## src/rtl/captura_gray_antirrebote.sv

```systemverilog
// -----------------------------------------------------------------------------
// captura_gray_antirrebote
//
// Captures a 4-bit Gray code from asynchronous, bouncy board switches. The
// word is synchronised into the clk domain, debounced as a whole, and
// converted to binary for the downstream display_7segmentos block. Commits
// that change more than one bit relative to the previous committed word are
// flagged, because a legal Gray step only ever flips one bit.
//
// Parameters:
//   DEBOUNCE_CYCLES  consecutive stable clk cycles required before a commit
//                    (>= 1; 1000000 gives 10 ms at 100 MHz).
//
// Ports:
//   clk             system clock (100 MHz)
//   reset           asynchronous reset, active low (0 = in reset)
//   gray_in[3:0]    raw switch Gray code, asynchronous to clk
//   gray_q[3:0]     last committed (debounced) Gray word
//   bin[3:0]        binary equivalent of gray_q
//   nuevo           one-cycle pulse on the cycle gray_q/bin update
//   salto_invalido  one-cycle pulse with nuevo when the commit differs from
//                   the previous gray_q in more than one bit
// -----------------------------------------------------------------------------
module captura_gray_antirrebote #(
  parameter int unsigned DEBOUNCE_CYCLES = 1000000
) (
  input  logic       clk,
  input  logic       reset,
  input  logic [3:0] gray_in,
  output logic [3:0] gray_q,
  output logic [3:0] bin,
  output logic       nuevo,
  output logic       salto_invalido
);

  // Counter is one bit wider than strictly needed so that the terminal
  // value DEBOUNCE_CYCLES-1 always fits, including the degenerate N=1 case.
  localparam int unsigned CNT_W = $clog2(DEBOUNCE_CYCLES) + 1;
  localparam logic [CNT_W-1:0] CNT_MAX = CNT_W'(DEBOUNCE_CYCLES - 1);
  localparam logic [CNT_W-1:0] CNT_ONE = CNT_W'(1);

  // Gray to binary: each binary bit is the XOR of all Gray bits at or above it.
  function automatic logic [3:0] gray2bin(input logic [3:0] g);
    logic [3:0] b;
    b[3] = g[3];
    b[2] = b[3] ^ g[2];
    b[1] = b[2] ^ g[1];
    b[0] = b[1] ^ g[0];
    return b;
  endfunction

  // True when more than one bit is set: clearing the lowest set bit
  // (d & (d-1)) leaves something only if a second bit was set.
  function automatic logic multi_bit(input logic [3:0] d);
    return ((d & (d - 4'd1)) != 4'd0);
  endfunction

  logic [3:0]       s1_q;
  logic [3:0]       s2_q;
  logic [3:0]       cand_q,     cand_d;
  logic [CNT_W-1:0] cnt_q,      cnt_d;
  logic [3:0]       gray_com_q, gray_com_d;
  logic [3:0]       bin_q,      bin_d;
  logic             nuevo_q,    nuevo_d;
  logic             salto_q,    salto_d;
  logic             primero_q,  primero_d;

  // Two-flop synchroniser; only s2_q is used downstream.
  always_ff @(posedge clk or negedge reset) begin
    if (!reset) begin
      s1_q <= 4'b0000;
      s2_q <= 4'b0000;
    end else begin
      s1_q <= gray_in;
      s2_q <= s1_q;
    end
  end

  // Debounce/commit next-state logic.
  always_comb begin
    cand_d     = cand_q;
    cnt_d      = cnt_q;
    gray_com_d = gray_com_q;
    bin_d      = bin_q;
    nuevo_d    = 1'b0;
    salto_d    = 1'b0;
    primero_d  = primero_q;

    if (s2_q != cand_q) begin
      // Any movement of the synchronised input restarts the stability count.
      cand_d = s2_q;
      cnt_d  = '0;
    end else if (cnt_q < CNT_MAX) begin
      cnt_d = cnt_q + CNT_ONE;
    end else begin
      // Saturated: commit only if the stable word is actually new. A glitch
      // that settles back on the committed value lands here with no effect.
      if (cand_q != gray_com_q) begin
        gray_com_d = cand_q;
        bin_d      = gray2bin(cand_q);
        nuevo_d    = 1'b1;
        // Power-up switch position is arbitrary, so the first commit is
        // never treated as a jump.
        salto_d    = multi_bit(cand_q ^ gray_com_q) && !primero_q;
        primero_d  = 1'b0;
      end else begin
        cnt_d = cnt_q;
      end
    end
  end

  // Debounce, committed-word and pulse registers.
  always_ff @(posedge clk or negedge reset) begin
    if (!reset) begin
      cand_q     <= 4'b0000;
      cnt_q      <= '0;
      gray_com_q <= 4'b0000;
      bin_q      <= 4'b0000;
      nuevo_q    <= 1'b0;
      salto_q    <= 1'b0;
      primero_q  <= 1'b1;
    end else begin
      cand_q     <= cand_d;
      cnt_q      <= cnt_d;
      gray_com_q <= gray_com_d;
      bin_q      <= bin_d;
      nuevo_q    <= nuevo_d;
      salto_q    <= salto_d;
      primero_q  <= primero_d;
    end
  end

  assign gray_q         = gray_com_q;
  assign bin            = bin_q;
  assign nuevo          = nuevo_q;
  assign salto_invalido = salto_q;

endmodule
```

## config.mk

```make
export PLATFORM = sky130hd
export DESIGN_NAME = captura_gray_antirrebote
export DESIGN_NICKNAME = d
export VERILOG_FILES = /design/src/rtl/captura_gray_antirrebote.sv
export SDC_FILE = /design/constraint.sdc
export NUM_CORES = 1
export LEC_CHECK = 0
export ABC_AREA = 1
export CORE_UTILIZATION = 54
export CTS_CLUSTER_DIAMETER = 200
export CTS_CLUSTER_SIZE = 40
export DETAILED_ROUTE_END_ITERATION = 10
export PLACE_DENSITY = 0.74
export SLEW_MARGIN = 20
export SYNTH_ARGS = -nofsm -noshare
export SYNTH_HDL_FRONTEND = slang
export SYNTH_SLANG_ARGS = --single-unit
```

## constraint.sdc

```tcl
create_clock -name clk -period 1.8 [get_ports clk]
set_input_delay 0.45 -clock clk [delete_from_list [all_inputs] [get_ports clk]]
set_output_delay 0.45 -clock clk [all_outputs]
set_load 0.005 [all_outputs]
```

==> out/results.ini, run 1 <==
[outcome]
outcome=complete, no violations

[critical_path]
worstSetupPathType=register to output pin
crit_path_cell_trace=clkdlybuf4s50_1
worst-endpoint-required_ns=1.35
r2r-end=cnt_q[13]$_DFFE_PN0P_
max_stage_delay_ns=0.52
cp_max_fo=4
cp_top_family=buffers and inverters
cp-start-kind=register
path_buf_inv=1
r2r_slack_ns=0.17
timing.rr.start=cnt_q[17]$_DFFE_PN0P_
end_kind=output pin
crit_slowest_cell=clkdlybuf4s50_1
worstPathArrival_ns=1.23
rr_worst_depth=11

[synthesis]
async_reset_ff_share_pct=100
ys.flop_type=dfrtp_1
syn_area_per_cell_um2=7.78
synth_area_um2=2430
synth_area_leaders=dfrtp_1 (43%), nand2_1 (16%), nor2_1 (6.3%)
synth_area_leader_cell=dfrtp_1
yosysMostFrequentCell=nand2_1
ys_types=27
synth_edf_count=0
synth_top_area_share_pct=43.3
synth_top_cells_by_count=nand2_1 (106), dfrtp_1 (42), nor2_1 (41)
syn_inst=312
synth_fp_nets=319
synth_seq_cells=43
yosysWarnings=0
yosysSeqAreaShare_pct=44.4

[detailed_routing]
dr_total_vias=2024
vias_per_cell=5.24
firstDrtPassIters=4
wl_per_cell_um=12.7
drc=0
drtAntennaViolNets=0
routed_wl_um=4880
drt_iter0_drc=194

[finish]
drive_gt1_share_pct=12.9
nFillCells=405
synthToLayoutAreaGrowth_pct=13.7
multi_input_area_um2=1200
seq_area_um2=1080
design_area_um2=2760
nNetsFinal=340
num_antenna_cells=0

[power_and_ir_drop]
power_density_nw_per_um2=630
p_sw_share_pct=25.4
comb_power_share_pct=5.1
clkPwrFrac_pct=37.8
ir_drop_mv=0.698
power_switching_w=0.000442
cellLeakagePower_nw=1.31
internal_power_w=0.00130
seq_power_share_pct=57.1

[die]
core_um2=4320
chipHeight_um=69.1
initial_core_util_pct=56.2
io_pins=16
num_rows=24
die_w_um=69.1
dieArea_um2=4770

[hold_path]
min_path_type=input port to asynchronous set/reset pin

[placement]
gp_congestion=0.954
io_buffers=15
place_area_um2=2630
place_hpwl_um=3620

[grt]
track_usage_pct=22.5
overflow=0
antenna_found_initial=0
grt_pass1_wl_um=8600
grt_pass1_vias=1916
grt_max_degree=17

[timing]
timing.final.crit_share_pct=93.1
tightest_slew_ns=0.348
finClkSkew_ns=0.00719
finalCriticalPeriod_ns=1.68
finalHoldViolations=0
grt_setup_unrepaired=no
fmax_mhz=597
finalSetupViolCount=0
slew_violations=0
relSlewSlack_pct=76.7
fin_setup_tns_ns=0

[clocking]
cts.sinks=43
htree_levels=2
cts_buffer_depth=2
root_buffer=clkbuf_8
cts_hold_buf=0
clk_latency_ns=0.30
numCtsBuffers=5
cts_tree=yes
path_clk_slew_ns=0.09

[job]
max_cap_violations=0

-- per-layer routing --
layer | up-vias | wire length, um | GRT usage, %
li1 | 1023 | - | -
met1 | 939 | 2350 | 31.9
met2 | 53 | 2200 | 34.5
met3 | 9 | 258 | 5.12
met4 | 0 | 74 | 6.80
met5 | - | 0 | 0
-- final cells by class --
type | count | area share, %
Multi-Input combinational cell | 231 | 43.3
Sequential cell | 43 | 39.1
Timing Repair Buffer | 23 | 7.88
Inverter | 29 | 3.94
Clock buffer | 5 | 2.49
Tap cell | 52 | 2.36
Clock inverter | 3 | 0.952
-- repair_timing --
item | CTS | global route
setup buffers | 0 | 1
resized for setup | 0 | 3
endpoints found under the setup margin | 0 | 25
-- worst max path at each step --
| stage | from | to | slack, ns | cells after the start |
|---|---|---|---|---|
| 4_1_cts | gray_q[3]$_DFFE_PN0P_ | bin[3] | 0.11 | 1 |
| 5_1_grt | cnt_q[14]$_DFFE_PN0P_ | cnt_q[16]$_DFFE_PN0P_ | 0.02 | 11 |
| 3_3_place_gp | cnt_q[12]$_DFFE_PN0P_ | cnt_q[13]$_DFFE_PN0P_ | 0.15 | 10 |
| 2_1_floorplan | cand_q[1]$_DFFE_PN0N_ | cnt_q[0]$_DFFE_PN0P_ | 0.39 | 8 |
| 3_5_place_dp | cnt_q[12]$_DFFE_PN0P_ | cnt_q[16]$_DFFE_PN0P_ | 0.14 | 10 |
| 6_report | gray_q[3]$_DFFE_PN0P_ | gray_q[3] | 0.12 | 1 |
-- cells by family (layout without fill, tap and decap cells) --
family	Yosys count	in the layout	synth area share, %
AO/OA/AOI/OAI	12	12	3.86
AND/OR/NAND/NOR	198	199	37.2
XOR/XNOR	19	19	6.85
buffers and inverters	39	60	7.16
adder cells (fa/ha/maj)	1	1	0.515
flip-flops	43	43	44.4
-- power groups by stage --
stage          sequential (W)  combinational [W]  clock (W)
2_1_floorplan         0.00101          0.0000491          0
3_3_place_gp          0.00101          0.0000865          0
3_5_place_dp          0.00101          0.0000879          0
4_1_cts              0.000994          0.0000883   0.000675
5_1_grt              0.000996          0.0000997   0.000720
6_report             0.000993          0.0000880   0.000658
-- layout by cell type (no fill, tap or decap), types with 5 or more instances in the layout --
master	instances
clkbuf_8	5
o21ai_2	8
nand3_1	18
nand2_1	106
buf_4	7
clkdlybuf4s50_1	14
dfrtp_1	41
nor2_4	5
nor2_1	41
xor2_1	15
nand4_1	18
inv_1	28
-- metrics by stage --
stage	util, %	setup slack, ns	total power, W	hold WS [ns]	cells
after global routing	63.9	0.0161	0.00182	0.0392	386
after CTS	62.9	0.109	0.00176	0.0345	384
after global placement	60.7	0.151	0.00110	0.332	376
after floorplan	-	0.389	0.00106	0.154	312
final	63.9	0.124	0.00174	0.0277	386
after detailed placement	60.7	0.136	0.00110	0.335	376
-- state kept, by name, indices dropped and copies added (netlist names) --
signal	flops
primero_q	1
s2_q	4
cand_q	4
s1_q	4
cnt_q	21
salto_invalido	1
gray_q	4
nuevo	1
bin	3
Note: power is estimated with default switching activity, not from simulation.
==> inputs of run 2 (changes only) <==
--- a/config.mk
+++ b/config.mk
@@ -10,6 +10,7 @@
 export CTS_CLUSTER_DIAMETER = 200
 export CTS_CLUSTER_SIZE = 40
 export DETAILED_ROUTE_END_ITERATION = 10
+export GPL_ROUTABILITY_DRIVEN = 0
 export PLACE_DENSITY = 0.74
 export SLEW_MARGIN = 20
 export SYNTH_ARGS = -nofsm -noshare
==> results of run 2 <==
Same layout as run 1: the final DEF is identical, and so are final timing and power.
==> inputs of run 3 (changes only) <==
--- a/config.mk
+++ b/config.mk
@@ -6,12 +6,14 @@
 export NUM_CORES = 1
 export LEC_CHECK = 0
 export ABC_AREA = 1
+export CORE_MARGIN = 3
 export CORE_UTILIZATION = 54
 export CTS_CLUSTER_DIAMETER = 200
 export CTS_CLUSTER_SIZE = 40
 export DETAILED_ROUTE_END_ITERATION = 10
 export GPL_ROUTABILITY_DRIVEN = 0
 export PLACE_DENSITY = 0.74
+export SKIP_CTS_REPAIR_TIMING = 1
 export SLEW_MARGIN = 20
 export SYNTH_ARGS = -nofsm -noshare
 export SYNTH_HDL_FRONTEND = slang
==> run 3 against run 2 <==
Against the previous run:
- wire length increased by 4.2%
- power increased by 7.8%
- sequential share of layout area fell by 0.54 points
- clock skew increased by 0.0046 ns
- critical path type unchanged
- largest cell class unchanged
==> out/results.ini, run 3 (synthesis gave the netlist of run 1 again) <==
[placement]
place_hpwl_um=3650
post-place-cells=375
pre_cts_ws_ns=0.145
place_area_um2=2640
io_buffers=15

[clocking]
htree_levels=2
path_clk_slew_ns=0.09
cts_tree=yes
cts_buffer_depth=2
cts.sinks=43
root_buffer=clkbuf_8
clk_latency_ns=0.31
numCtsBuffers=5

[critical_path]
worstPathArrival_ns=1.23
crit_path_cell_trace=clkdlybuf4s50_1
cp-start-kind=register
max_stage_delay_ns=0.52
crit_slowest_cell=clkdlybuf4s50_1
worst-endpoint-required_ns=1.35
end_kind=output pin
cp_max_fo=4
worstSetupPathType=register to output pin
path_buf_inv=1
cp_top_family=buffers and inverters

[die]
initial_core_util_pct=58.2
dieArea_um2=5340
die_w_um=73.1
num_rows=23
io_pins=16
core_um2=4170
chipHeight_um=73.1

[detailed_routing]
drtAntennaViolNets=0
dr_total_vias=2054
wl_per_cell_um=13.2
drc=0
firstDrtPassIters=4
drt_iter0_drc=189
routed_wl_um=5090
vias_per_cell=5.32

[finish]
layout_common_cells=nand2_1 (106), nor2_1 (41), dfrtp_1 (41)
largest-register=cnt_q
nFillCells=354
seq_area_um2=1080
multi_input_area_um2=1190
largest_reg_flops=21
synthToLayoutAreaGrowth_pct=15.3
nNetsFinal=342
final_common_cell=nand2_1
num_antenna_cells=0
drive_gt1_share_pct=13.4
design_area_um2=2800
instances_no_fill=386

[grt]
track_usage_pct=21.7
overflow=0
grt_max_degree=25
grt_pass1_wl_um=8950
grt_pass1_vias=1901
antenna_found_initial=0

[job]
max_cap_violations=0

[timing]
hold_ws_ns=0.0806
slew_violations=0
timing.final.crit_share_pct=93.5
finClkSkew_ns=0.0118
tightest_slew_ns=0.481
fmax_mhz=594
worst_slack_ns=0.116
relSlewSlack_pct=68.0
finalHoldViolations=0
finalSetupViolCount=0
finalCriticalPeriod_ns=1.68

[power_and_ir_drop]
power_density_nw_per_um2=670
cellLeakagePower_nw=1.34
ir_drop_mv=0.352

[hold_path]
min_path_type=input port to asynchronous set/reset pin

[outcome]
outcome=complete, no violations

==> run 3: power by group <==
group | total, W | leakage (nW) | internal (W) | switching (W)
clock network | 0.000790 | 0.0587 | 0.000421 | 0.000369
logic | 0.0000915 | 0.709 | 0.0000341 | 0.0000573
registers | 0.000993 | 0.568 | 0.000980 | 0.0000134
total | 0.00187 | 1.34 | 0.00143 | 0.000440
==> run 3: path summary, 6_finish.rpt <==
kind,startpoint,to,slack [ns],depth (start not counted)
worst max-delay path,gray_q[3]$_DFFE_PN0P_,bin[3],0.12,1
worst min-delay path,reset,salto_invalido$_DFF_PN0_,0.08,1
worst max register to register,cand_q[1]$_DFFE_PN0N_,cnt_q[2]$_DFFE_PN0P_,0.16,7
worst min register to register,s1_q[2]$_DFF_PN0_,s2_q[2]$_DFF_PN0_,0.35,0
max in group asynchronous,reset,cnt_q[3]$_DFFE_PN0P_,1.22,2
min in group clk,s1_q[2]$_DFF_PN0_,s2_q[2]$_DFF_PN0_,0.35,0
==> run 3: routing by layer <==
layer	part of all wire (%)	vias to the layer above	GRT usage (%)
li1	-	1028	-
met4	2.6	0	8.61
met1	47	955	31.5
met3	5.2	15	3.58
met2	45	56	32.3
met5	0	-	0
==> run 3: area by class of cell <==
type,instances,area share (%)
flip-flops and latches,43,38.5
inverters,29,3.89
clock buffers,5,2.46
multi-input cells,231,42.4
clock inverters,3,1.70
repair buffers,25,8.76
well taps,50,2.23
==> run 3: stage by stage <==
step / power (W) / TNS, ns / utilization, %
2_1_floorplan: 0.00106 / 0 / -
3_3_place_gp: 0.00110 / 0 / 63.4
3_5_place_dp: 0.00110 / 0 / 63.4
4_1_cts: 0.00189 / 0 / 66.1
5_1_grt: 0.00194 / -0.00706 / 67.1
6_report: 0.00187 / 0 / 67.1
